<file path="src/rtl/feeder_pkg.sv">
// Shared types and default servo constants for the feeder dispense sequencer.
package feeder_pkg;

    typedef enum logic [2:0] {
        SEQ_IDLE,
        SEQ_OPENING,
        SEQ_DWELL,
        SEQ_CLOSING,
        SEQ_RELEASE
    } seq_state_e;

    localparam int unsigned DEF_PERIOD         = 20000;
    localparam int unsigned DEF_CLOSED_POS     = 1000;
    localparam int unsigned DEF_OPEN_POS       = 2000;
    localparam int unsigned DEF_STEP           = 10;
    localparam int unsigned DEF_RELEASE_FRAMES = 50;

endpackage

</file>
<file path="src/rtl/frame_timer.sv">
// Modulo-PERIOD frame counter; tick marks the last cycle of each PWM frame.
module frame_timer
    import feeder_pkg::*;
#(
    parameter int unsigned PERIOD = DEF_PERIOD
) (
    input  logic clk,
    input  logic reset,
    input  logic clr,
    output logic tick
);

    localparam int unsigned    CW   = (PERIOD > 1) ? $clog2(PERIOD) : 1;
    localparam logic [CW-1:0]  LAST = CW'(PERIOD - 1);

    logic [CW-1:0] count;

    // NOTE: clocked state uses non-blocking assignments so every register
    // samples pre-edge values regardless of process evaluation order.
    always_ff @(posedge clk or negedge reset) begin
        if (!reset) begin
            count <= '0;
        end else if (clr || count == LAST) begin
            count <= '0;
        end else begin
            count <= count + 1'b1;
        end
    end

    assign tick = (count == LAST);

endmodule

</file>
<file path="src/rtl/feeder_servo_seq.sv">
// Feeder servo dispense sequencer driving simplePWM time_work/period.
// Optional SERVO_RELEASE_EN adds a hold-then-de-energize RELEASE phase.
module feeder_servo_seq
    import feeder_pkg::*;
#(
    parameter int unsigned PERIOD         = DEF_PERIOD,
    parameter int unsigned CLOSED_POS     = DEF_CLOSED_POS,
    parameter int unsigned OPEN_POS       = DEF_OPEN_POS,
    parameter int unsigned STEP           = DEF_STEP
`ifdef SERVO_RELEASE_EN
    ,
    parameter int unsigned RELEASE_FRAMES = DEF_RELEASE_FRAMES
`endif
) (
    input  logic        clk,
    input  logic        reset,
    input  logic        start,
    input  logic        abort,
    input  logic [15:0] dwell_frames,
    output logic [31:0] time_work,
    output logic [31:0] period,
    output logic        busy,
    output logic        done
);

    seq_state_e  state, state_next;
    logic [31:0] pos, pos_next;
    logic [15:0] dwell_cnt, dwell_next;
    logic        done_next;
    logic        timer_clr;
    logic        tick;

    frame_timer #(.PERIOD(PERIOD)) u_frame_timer (
        .clk   (clk),
        .reset (reset),
        .clr   (timer_clr),
        .tick  (tick)
    );

    // NOTE: every signal written here gets a default first, so no path can
    // leave one unassigned and infer a latch.
    always_comb begin
        state_next = state;
        pos_next   = pos;
        dwell_next = dwell_cnt;
        done_next  = 1'b0;
        timer_clr  = 1'b0;

        case (state)
            SEQ_IDLE: begin
                // abort is deliberately ignored here, even alongside start
                if (start) begin
                    state_next = SEQ_OPENING;
                    pos_next   = 32'(CLOSED_POS);
                    dwell_next = dwell_frames;
                    timer_clr  = 1'b1;
                end
            end
            SEQ_OPENING: begin
                if (abort) begin
                    state_next = SEQ_CLOSING;
                end else if (tick) begin
                    // distance-to-target form avoids overflow near OPEN_POS
                    if (32'(OPEN_POS) - pos <= 32'(STEP)) begin
                        pos_next   = 32'(OPEN_POS);
                        state_next = SEQ_DWELL;
                    end else begin
                        pos_next = pos + 32'(STEP);
                    end
                end
            end
            SEQ_DWELL: begin
                if (abort) begin
                    state_next = SEQ_CLOSING;
                end else if (tick) begin
                    if (dwell_cnt == 16'd0) begin
                        state_next = SEQ_CLOSING;
                    end else begin
                        dwell_next = dwell_cnt - 16'd1;
                    end
                end
            end
            SEQ_CLOSING: begin
                if (tick) begin
                    if (pos - 32'(CLOSED_POS) <= 32'(STEP)) begin
                        pos_next = 32'(CLOSED_POS);
`ifdef SERVO_RELEASE_EN
                        state_next = SEQ_RELEASE;
                        dwell_next = 16'd0;
`else
                        state_next = SEQ_IDLE;
                        done_next  = 1'b1;
`endif
                    end else begin
                        pos_next = pos - 32'(STEP);
                    end
                end
            end
`ifdef SERVO_RELEASE_EN
            SEQ_RELEASE: begin
                // dwell_cnt is reused as an up-counter of held frames
                if (tick) begin
                    if (dwell_cnt == 16'(RELEASE_FRAMES - 1)) begin
                        pos_next   = 32'd0;
                        state_next = SEQ_IDLE;
                        done_next  = 1'b1;
                    end else begin
                        dwell_next = dwell_cnt + 16'd1;
                    end
                end
            end
`endif
            default: begin
                state_next = SEQ_IDLE;
            end
        endcase
    end

    always_ff @(posedge clk or negedge reset) begin
        if (!reset) begin
            state     <= SEQ_IDLE;
            pos       <= '0;
            dwell_cnt <= '0;
            done      <= 1'b0;
            time_work <= '0;
        end else begin
            state     <= state_next;
            pos       <= pos_next;
            dwell_cnt <= dwell_next;
            done      <= done_next;
            time_work <= pos;
        end
    end

    assign period = 32'(PERIOD);
    assign busy   = (state != SEQ_IDLE);

endmodule

</file>
<file path="config.mk">
export PLATFORM = sky130hd
export DESIGN_NAME = feeder_servo_seq
export DESIGN_NICKNAME = d
export VERILOG_FILES = /design/src/rtl/feeder_pkg.sv /design/src/rtl/frame_timer.sv /design/src/rtl/feeder_servo_seq.sv
export SDC_FILE = /design/constraint.sdc
export NUM_CORES = 1
export LEC_CHECK = 0
export CORE_ASPECT_RATIO = 1.25
export CORE_MARGIN = 2
export CORE_UTILIZATION = 35
export CTS_CLUSTER_DIAMETER = 120
export CTS_CLUSTER_SIZE = 24
export DETAILED_ROUTE_END_ITERATION = 12
export GPL_TIMING_DRIVEN = 0
export SLEW_MARGIN = 20
export SYNTH_ARGS = -nofsm -noshare
export SYNTH_HDL_FRONTEND = slang
export SYNTH_SLANG_ARGS = --single-unit
</file>
<file path="constraint.sdc">
create_clock -name clk -period 4.9 [get_ports clk]
set_input_delay 0.98 -clock clk [delete_from_list [all_inputs] [get_ports clk]]
set_output_delay 0.98 -clock clk [all_outputs]
set_load 0.02 [all_outputs]
</file>
=== Word-level counts from Yosys, hierarchy flattened ===
Index checks and enable logic that the tools add are counted.

* Output and inout port bits: 66
* Flip-flop bits (word level): 99
* Input port bits: 20

* Order comparisons: 2
* Reductions and logical operators: 9
* Equal/unequal tests: 16
* Multiplexer cells: 28
* Add/sub/neg operators: 6

{| class="wikitable"
|+ Operators by type and width
! operator !! count
|-
| 2-to-1 mux 32 bit || 6
|-
| case mux 32 bit (3 select lines) || 1
|-
| less-or-equal comparator 32 x 4 -> 1 bit, second input constant || 2
|-
| 2-to-1 mux 16 bit || 4
|-
| adder 32 x 4 -> 32 bit, second input constant || 1
|-
| case mux 16 bit (2 select lines) || 1
|-
| subtractor 11 x 32 -> 32 bit, first input constant || 1
|-
| subtractor 32 x 10 -> 32 bit, second input constant || 1
|-
| subtractor 32 x 4 -> 32 bit, second input constant || 1
|-
| 2-to-1 mux 3 bit || 9
|-
| logical NOT 16 bit || 1
|-
| != test 2 bit, second input constant || 8
|-
| subtractor 16 x 1 -> 16 bit, second input constant || 1
|-
| adder 15 x 1 -> 15 bit, second input constant || 1
|-
| == test 15 bit, second input constant || 1
|-
| 2-to-1 mux 15 bit || 1
|-
| != test 3 bit, second input constant || 4
|-
| case mux 3 bit (4 select lines) || 1
|-
| AND reduction 5 bit || 2
|-
| AND reduction 7 bit || 1
|-
| == test 3 x 2 -> 1 bit, second input constant || 2
|-
| nonzero test 3 bit || 2
|-
| 2-to-1 mux 1 bit || 5
|-
| == test 3 x 1 -> 1 bit, second input constant || 1
|-
| other kinds (3) || 3
|}

=== Longest topological paths before layout ===
Gate-level depths: netlist (run 1).

* Depth after elaboration: 6
* Gate-level depth with buffers: 14

=== By module ===
From an unflattened synthesis (run 1), not the netlist that was laid out.

* Cells, all modules: 872
* Area total of the unflattened synthesis: 7120.6 um^2

{| class="wikitable"
|+ By module, submodules not included
! module !! area each (um^2) !! instances !! cells an instance
|-
| feeder_servo_seq || 6383.6 || 1 || 798
|-
| frame_timer || 737.0 || 1 || 74
|}

=== Least setup slack after synthesis (run 1) ===
OpenSTA, ideal clock, no wires.

* Path type: flip-flop to flip-flop
* Start: register pos[3]
* End: register state[1]
* Stages on the path, launching flop included: 13
* Path slack: 1.514 ns
* Data arrival time: 3.261 ns
* Path buffers: 1
* Clock period less this slack: 3.386 ns
* Data required time: 4.775 ns
* Library setup time: 0.125 ns
* Path through: dfrtp_1 > clkbuf_1 > inv_1 > ha_1 > a21boi_0 > nor3b_1 > a31oi_1 > or4_1 > nor3_2 > nand4_1 > or3_1 > a31o_1 > mux2_4

* Cells in the longest elaborated chain, start to end: 4
* Elaborated cells on any way between the ends: 7
* Classes of those cells: add/sub: 2; order compare: 2; eq/ne: 2; reduce/logical: 1

{| class="wikitable"
|+ RTL lines
! what !! line !! text
|-
| start: declaration || feeder_servo_seq.sv:27 || <nowiki>logic [31:0] pos, pos_next;</nowiki>
|-
| start signal: assignment || feeder_servo_seq.sv:128 || <nowiki>pos <= pos_next;</nowiki>
|-
| subtractor 11 x 32 -> 32 bit / subtractor 32 x 10 -> 32 bit (equally long branches) || feeder_servo_seq.sv:64, feeder_servo_seq.sv:85 ||
|-
| less-or-equal comparator 32 x 4 -> 1 bit (on tied branches) || feeder_servo_seq.sv:64, feeder_servo_seq.sv:85 ||
|-
| != test 3 bit (no source line) / != test 2 bit (equally long branches) || - ||
|-
| AND reduction 7 bit (no source line) * || - ||
|-
| end signal: assignment || feeder_servo_seq.sv:127 || <nowiki>state <= state_next;</nowiki>
|-
| end: declaration || feeder_servo_seq.sv:26 || <nowiki>seq_state_e state, state_next;</nowiki>
|}

Every way passes the cells marked *; elsewhere a longest branch is shown, timed or not.
A chain may end at the register's enable or synchronous reset.

=== Final worst setup path (run 1) ===
* Start: register pos[4]
* End: register pos[17]

* Cells in the longest elaborated chain, start to end: 6
* Elaborated cells on any way between the ends: 12
* Classes of those cells: add/sub: 4; order compare: 2; mux: 6

{| class="wikitable"
|+ RTL lines
! what !! line !! text
|-
| subtractor 11 x 32 -> 32 bit || feeder_servo_seq.sv:64 || <nowiki>if (32'(OPEN_POS) - pos <= 32'(STEP)) begin</nowiki>
|-
| less-or-equal comparator 32 x 4 -> 1 bit || feeder_servo_seq.sv:64 ||
|-
| 2-to-1 mux 32 bit || feeder_servo_seq.sv:64 ||
|-
| 2-to-1 mux 32 bit || feeder_servo_seq.sv:62 || <nowiki>end else if (tick) begin</nowiki>
|-
| 2-to-1 mux 32 bit || feeder_servo_seq.sv:60 || <nowiki>if (abort) begin</nowiki>
|-
| case mux 32 bit (3 select lines) * || feeder_servo_seq.sv:49 || <nowiki>case (state)</nowiki>
|}

Every way passes the cells marked *; elsewhere a longest branch is shown, timed or not. The select of a mux whose other input is x is not followed.

==> results.json, run 1 <==
{
  "top_level_ports": 86,
  "post-dp-hpwl_mm": 16.9,
  "dpl_worst_slack_ns": 0.651,
  "core-area_um2": 18900,
  "place_inst": 1159,
  "worst_pin_slew_ns": 0.986,
  "drc": 0,
  "timing_worst_setup_path_type": "register to register",
  "ff2ff_setup_slack_ns": 0.39,
  "htreeDepth": 3,
  "grt_resource_usage_total_pct": 22.5,
  "total_wirelength_mm": 22.9,
  "crit_path_max_fanout": 10,
  "holdWs_ns": 0.371,
  "timing_hold_violations_final": 0,
  "fin_skew_ns": 0.00764,
  "report.final.slew_viol_count": 0,
  "synth.distinct_cells": 71,
  "synthFlopType": "dfrtp_1",
  "grt_overflow_total": 0,
  "timing.slew.headroom_pct": 33.7,
  "synth_top_cell_by_area": "dfrtp_1",
  "power_leakage_nw": 3.35,
  "clock_path_buffers": 2,
  "detail_route.first_pass.iterations": 5,
  "initial_core_util_pct": 35.9,
  "grt_start_max_net_pins": 63,
  "vias": 6856,
  "ys_top_cells_by_area": "dfrtp_1, a21oi_1, buf_4, nor2_1, nand2_1",
  "clock_insertion_delay_worst_skew_ns": 0.37,
  "crit_required_ns": 5.18,
  "antenna_violations_before_repair": 0,
  "final_antenna_violating_net_count": 0,
  "irDropWorstVdd_mv": 0.200,
  "row_count": 56,
  "drv.max_cap_violation_count": 0,
  "finish.cell_count_without_fillers": 1175,
  "yosys_register_bits": 96,
  "numPortBuffers": 52,
  "holdPathStages": 0,
  "final-setup-viol-count": 0,
  "die_footprint_um2": 20500,
  "syn_avg_cell_area_um2": 8.05,
  "clock-sinks": 96,
  "finalCriticalPeriod_ns": 4.51,
  "final_min_period_over_clock_period_pct": 92.0,
  "diodes": 0,
  "outcome": "complete, no violations",
  "first_global_vias": 6495,
  "detailedRoute.firstIterationViolations": 572,
  "cts_resized": 0,
  "synth.cell_area_um2": 6780,
  "routedWlPerCell_um": 19.5,
  "fp.dieH_um": 160,
  "fmax_mhz": 222,
  "drive_above_1_share_pct": 7.53,
  "critical_path.endpoint_type": "register",
  "yosysTopAreaCellShare_pct": 35.4,
  "holdBufCountCts": 0,
  "synth-edff-count": 0,
  "die_width_um": 129,
  "cts.repair_timing.setup_buffer_count": 0,
  "routed_via_density": 5.83,
  "first_pass_grt_wire_length_mm": 36.2,
  "cts.root.buffer_cell": "clkbuf_16",
  "total_power_mw": 3.87,
  "r2r_cells": 14,
  "yosys_warnings": 0,
  "setup_repair_after_global_routing_missed_its_margin": "no",
  "proportion_of_register_bits_with_asynchronous_set_or_reset_after_synthesis_pct": 100,
  "hold_path.class": "register to register",
  "postSynthCellCount": 843,
  "setup.worst_path.start_class": "register",
  "syn_to_final_growth_pct": 18.4,
  "clock_pin_transition_on_the_worst_setup_and_hold_timing_paths_ns": 0.07,
  "seq_area_frac_synth_pct": 35.4,
  "layout.nets": 971,
  "power_density_nw_per_um2": 482,
  "cts_made_buffers": 9,
  "tritoncts": "built",
  "place_congestion": 0.973,
  "post-route-worst-setup-slack_ns": 0.393,
  "critPathArrivalTime_ns": 4.79
}
## power by group
| group | leakage (nW) | internal (mW) | switching, mW |
|---|---|---|---|
| combinational | 1.95 | 0.737 | 1.32 |
| sequential | 1.25 | 0.958 | 0.153 |
| clock | 0.145 | 0.356 | 0.343 |
| total | 3.35 | 2.05 | 1.82 |
## layer usage
| layer | share of wire [%] | track usage (%) | vias to the layer above |
|---|---|---|---|
| met5 | 0 | 0 | - |
| met4 | 5.0 | 11.7 | 0 |
| met3 | 6.4 | 3.22 | 66 |
| met2 | 47 | 36.5 | 331 |
| met1 | 42 | 29.0 | 3225 |
| li1 | - | - | 3234 |
## kinds of logic after synthesis
| kind of cell | share of synthesized area [%] |
|---|---|
| multiplexers | 0.701 |
| other | 0.111 |
| adder cells (fa/ha/maj) | 2.40 |
| flip-flops | 35.4 |
| buffers and inverters | 9.13 |
| AND/OR/NAND/NOR | 26.1 |
| AO/OA/AOI/OAI | 21.6 |
| XOR/XNOR | 4.52 |
## registers in the layout, indices dropped and copies added (netlist names)
name / cells
state: 2
pos: 31
time_work: 31
done: 1
dwell_cnt: 16
u_frame_timer.count: 15
## Yosys cell counts (18+ instances only)
library cell / count
dfrtp_1: 96
a21oi_1: 72
nor2_1: 66
nand2_1: 64
clkbuf_1: 56
nand3_1: 43
o21ai_0: 43
buf_4: 34
nor3_1: 33
inv_1: 29
nand4_1: 24
o211ai_1: 21
a31oi_1: 20
nor4_1: 20
xor2_1: 18
## through the flow
| stage | instance area [um2] | setup TNS [ns] | util (%) |
|---|---|---|---|
| after floorplan | 6900 | 0 | - |
| after global placement | 7710 | -78.79 | 40.8 |
| after detailed placement | 7740 | 0 | 40.9 |
| after CTS | 8030 | 0 | 42.5 |
| after global routing | 8030 | 0 | 42.5 |
| final | 8030 | 0 | 42.5 |
## critical path, cell delays in order, from the launching register on
cell	delay [ns]
dfrtp_1	0.48
clkbuf_1	0.35
inv_1	0.22
ha_1	0.28
nand2b_1	0.25
o211ai_1	0.36
mux2_2	0.39
nand4_1	0.11
nor4_1	0.11
nand2b_1	0.16
buf_2	0.20
nor2_1	0.75
buf_2	0.43
a21oi_1	0.11
a21oi_1	0.20
## worst paths after layout
check,startpoint,to
hold reg to reg,pos[14],time_work[14]
min in group asynchronous,reset,time_work[2]
hold / removal,pos[14],time_work[14]
max in group asynchronous,reset,time_work[29]
setup reg to reg,pos[4],pos[17]
setup / recovery,pos[4],pos[17]
## final cells by class
class                      instances  area [um2]
multi-input combinational        651        3880
buffer                            98         510
clock inverter                     7        67.6
timing repair buffer              53         549
inverter                          29         109
sequential                        96        2400
tap                              232         290
clock buffer                       9         225
fill                            1973       10900
## placed cells by master (no fill, tap or decap), types with 20 or more instances in the layout
cell             instances
clkdlybuf4s50_1         51
o211ai_1                21
a31oi_1                 20
clkbuf_1                56
o21ai_0                 43
nand2_1                 64
inv_1                   29
nand4_1                 24
dfrtp_1                 96
a21oi_1                 72
nor3_1                  33
nor4_1                  20
buf_4                   34
nand3_1                 43
conb_1                  33
nor2_1                  66
Power figures use the tool's default switching activity.
==> run 2: changes to the inputs <==
CORE_UTILIZATION = 57   (was 35)
CTS_CLUSTER_DIAMETER = default   (was 120)
PLACE_DENSITY = 0.82   (was default)
REMOVE_ABC_BUFFERS = 1   (was default)
==> results.json, run 2 (synthesized netlist as in run 1, its figures left out) <==
{
  "cts.root.buffer_cell": "clkbuf_16",
  "power_leakage_nw": 3.08,
  "routedWlPerCell_um": 20.0,
  "cts_made_buffers": 9,
  "htreeDepth": 3,
  "initial_core_util_pct": 58.4,
  "outcome": "complete, no violations",
  "commonest_cells_after_routing_fill_and_taps_aside": "dfrtp_1, a21oi_1, nand2_1",
  "clock_insertion_delay_worst_skew_ns": 0.35,
  "critical-path-max-stage-delay_ns": 0.79,
  "clock-sinks": 96,
  "numPortBuffers": 52,
  "nFillCells": 990,
  "crit_path_frequent_cell": "a21oi_1",
  "core-area_um2": 11600,
  "combined_flip_flop_and_latch_cell_area_um2": 2400,
  "clkPwrFrac_pct": 17.9,
  "final_antenna_violating_net_count": 0,
  "grt_resource_usage_total_pct": 32.3,
  "final-setup-viol-count": 0,
  "finalCriticalPeriod_ns": 4.63,
  "first_global_vias": 6572,
  "final_min_period_over_clock_period_pct": 94.4,
  "setup.worst_path.start_class": "register",
  "detail_route.first_pass.iterations": 7,
  "setup_repair_after_global_routing_missed_its_margin": "no",
  "place_congestion": 1.02,
  "tritoncts": "built",
  "power_switching_mw": 1.71,
  "drive_above_1_share_pct": 4.37,
  "crit_path_max_fanout": 27,
  "fin_skew_ns": 0.00776,
  "drc": 0,
  "buffers_inverters_on_critical_path": 0,
  "total_wirelength_mm": 20.1,
  "share_seq_of_total_power_pct": 32.9,
  "post-route-worst-setup-slack_ns": 0.275,
  "critPathArrivalTime_ns": 4.84,
  "pwr-share-comb_pct": 49.1,
  "worst_pin_slew_ns": 1.10,
  "p_int_mw": 1.99,
  "antenna_violations_before_repair": 0,
  "drv.max_cap_violation_count": 0,
  "top_level_ports": 86,
  "die_width_um": 102,
  "grt_overflow_total": 0,
  "hold_path.class": "register to register",
  "multi_input_comb_area_um2": 3900,
  "layout.cells.most_common": "dfrtp_1",
  "layout.nets": 876,
  "critical_path.top_delay_family": "simple AND/OR/NAND/NOR gates",
  "timing_worst_setup_path_type": "register to register",
  "irDropWorstVdd_mv": 0.231,
  "die_footprint_um2": 12800,
  "timing.slew.headroom_pct": 26.3,
  "diodes": 0,
  "routed_via_density": 6.63,
  "fmax_mhz": 216,
  "path_cells": "or4_1, or4_1, nor4_4, or2_2, o21ai_0, a21oi_1, o311ai_0, a21oi_1, a21oi_1",
  "finish.utilization_pct": 64.3,
  "clock_pin_transition_on_the_worst_setup_and_hold_timing_paths_ns": 0.07,
  "crit_required_ns": 5.11,
  "clock_path_buffers": 2,
  "power_density_nw_per_um2": 495,
  "largestRegisters": "pos x31, time_work x31, dwell_cnt x16",
  "grt_start_max_net_pins": 62,
  "critical_path.endpoint_type": "register",
  "first_pass_grt_wire_length_mm": 33.0,
  "vias": 6683,
  "detailedRoute.firstIterationViolations": 691,
  "sw_frac_of_total_pct": 46.2,
  "post-dp-hpwl_mm": 13.9,
  "syn_to_final_growth_pct": 10.2,
  "row_count": 44,
  "fp.dieH_um": 126,
  "critical_path.slowest_cell": "nor4_4",
  "dpl_worst_slack_ns": 0.0979,
  "timing_hold_violations_final": 0,
  "report.final.slew_viol_count": 0
}
## run 2: cell count changes in the layout (fill, tap and decap cells not counted), moves of 2 or more
cell | before | now
clkinvlp_4 | 0 | 2
clkinv_4 | 3 | 1
buf_4 | 34 | 1
buf_8 | 0 | 2
clkbuf_1 | 56 | 1
buf_2 | 6 | 0
nor2_1 | 66 | 63
nor2_2 | 0 | 3
## run 2: what timing repair did
action,in CTS,in global routing
setup endpoints to repair,0,24
resized for setup,0,3
buffers inserted,0,0
hold buffers,0,0
## run 2: worst reg2reg max path, cell delays in order (launching register included)
cell and delay, ns:
dfrtp_1 0.43, or4_1 0.57, or4_1 0.68, nor4_4 0.79
or2_2 0.65, o21ai_0 0.30, a21oi_1 0.54, o311ai_0 0.24
a21oi_1 0.20, a21oi_1 0.06
## run 2: cell type report
| type | count | area share (%) |
|---|---|---|
| inverters | 29 | 1.46 |
| well taps | 161 | 2.70 |
| flip-flops and latches | 96 | 32.1 |
| repair buffers | 56 | 7.85 |
| multi-input cells | 651 | 52.2 |
| clock buffers | 10 | 3.06 |
| clock inverters | 5 | 0.552 |
## run 2: final timing paths
kind,cells after the start,startpoint,slack [ns],end
setup / recovery,9,u_frame_timer.count[8],0.27,pos[8]
hold / removal,1,u_frame_timer.count[0],0.50,u_frame_timer.count[0]
setup reg to reg,9,u_frame_timer.count[8],0.27,pos[8]
hold reg to reg,1,u_frame_timer.count[0],0.50,u_frame_timer.count[0]
max in group asynchronous,2,reset,3.77,pos[21]
min in group asynchronous,1,reset,0.51,time_work[5]
## run 2: power groups by stage
stage	registers [mW]	clock network, mW	logic (mW)
floorplan	1.19	0	1.23
global placement	1.21	0	1.66
detailed placement	1.22	0	1.76
CTS	1.21	0.672	1.77
global route	1.25	0.703	2.00
finish	1.22	0.664	1.82
## run 2: through the flow
stage               instances  setup TNS [ns]  hold slack [ns]  power, mW  area, um2
finish                   1008               0            0.502       3.70       7470
global route             1008               0            0.521       3.95       7470
CTS                      1008               0            0.497       3.65       7460
detailed placement        993               0            0.486       2.98       7190
global placement          989          -86.81            0.474       2.87       7110
floorplan                 776               0            0.413       2.42       6390
## run 2: routing by layer
layer	part of all wire (%)	track usage, %
met1	39	40.4
met2	49	52.7
met3	6.6	4.11
met4	5.2	19.5
met5	0	0
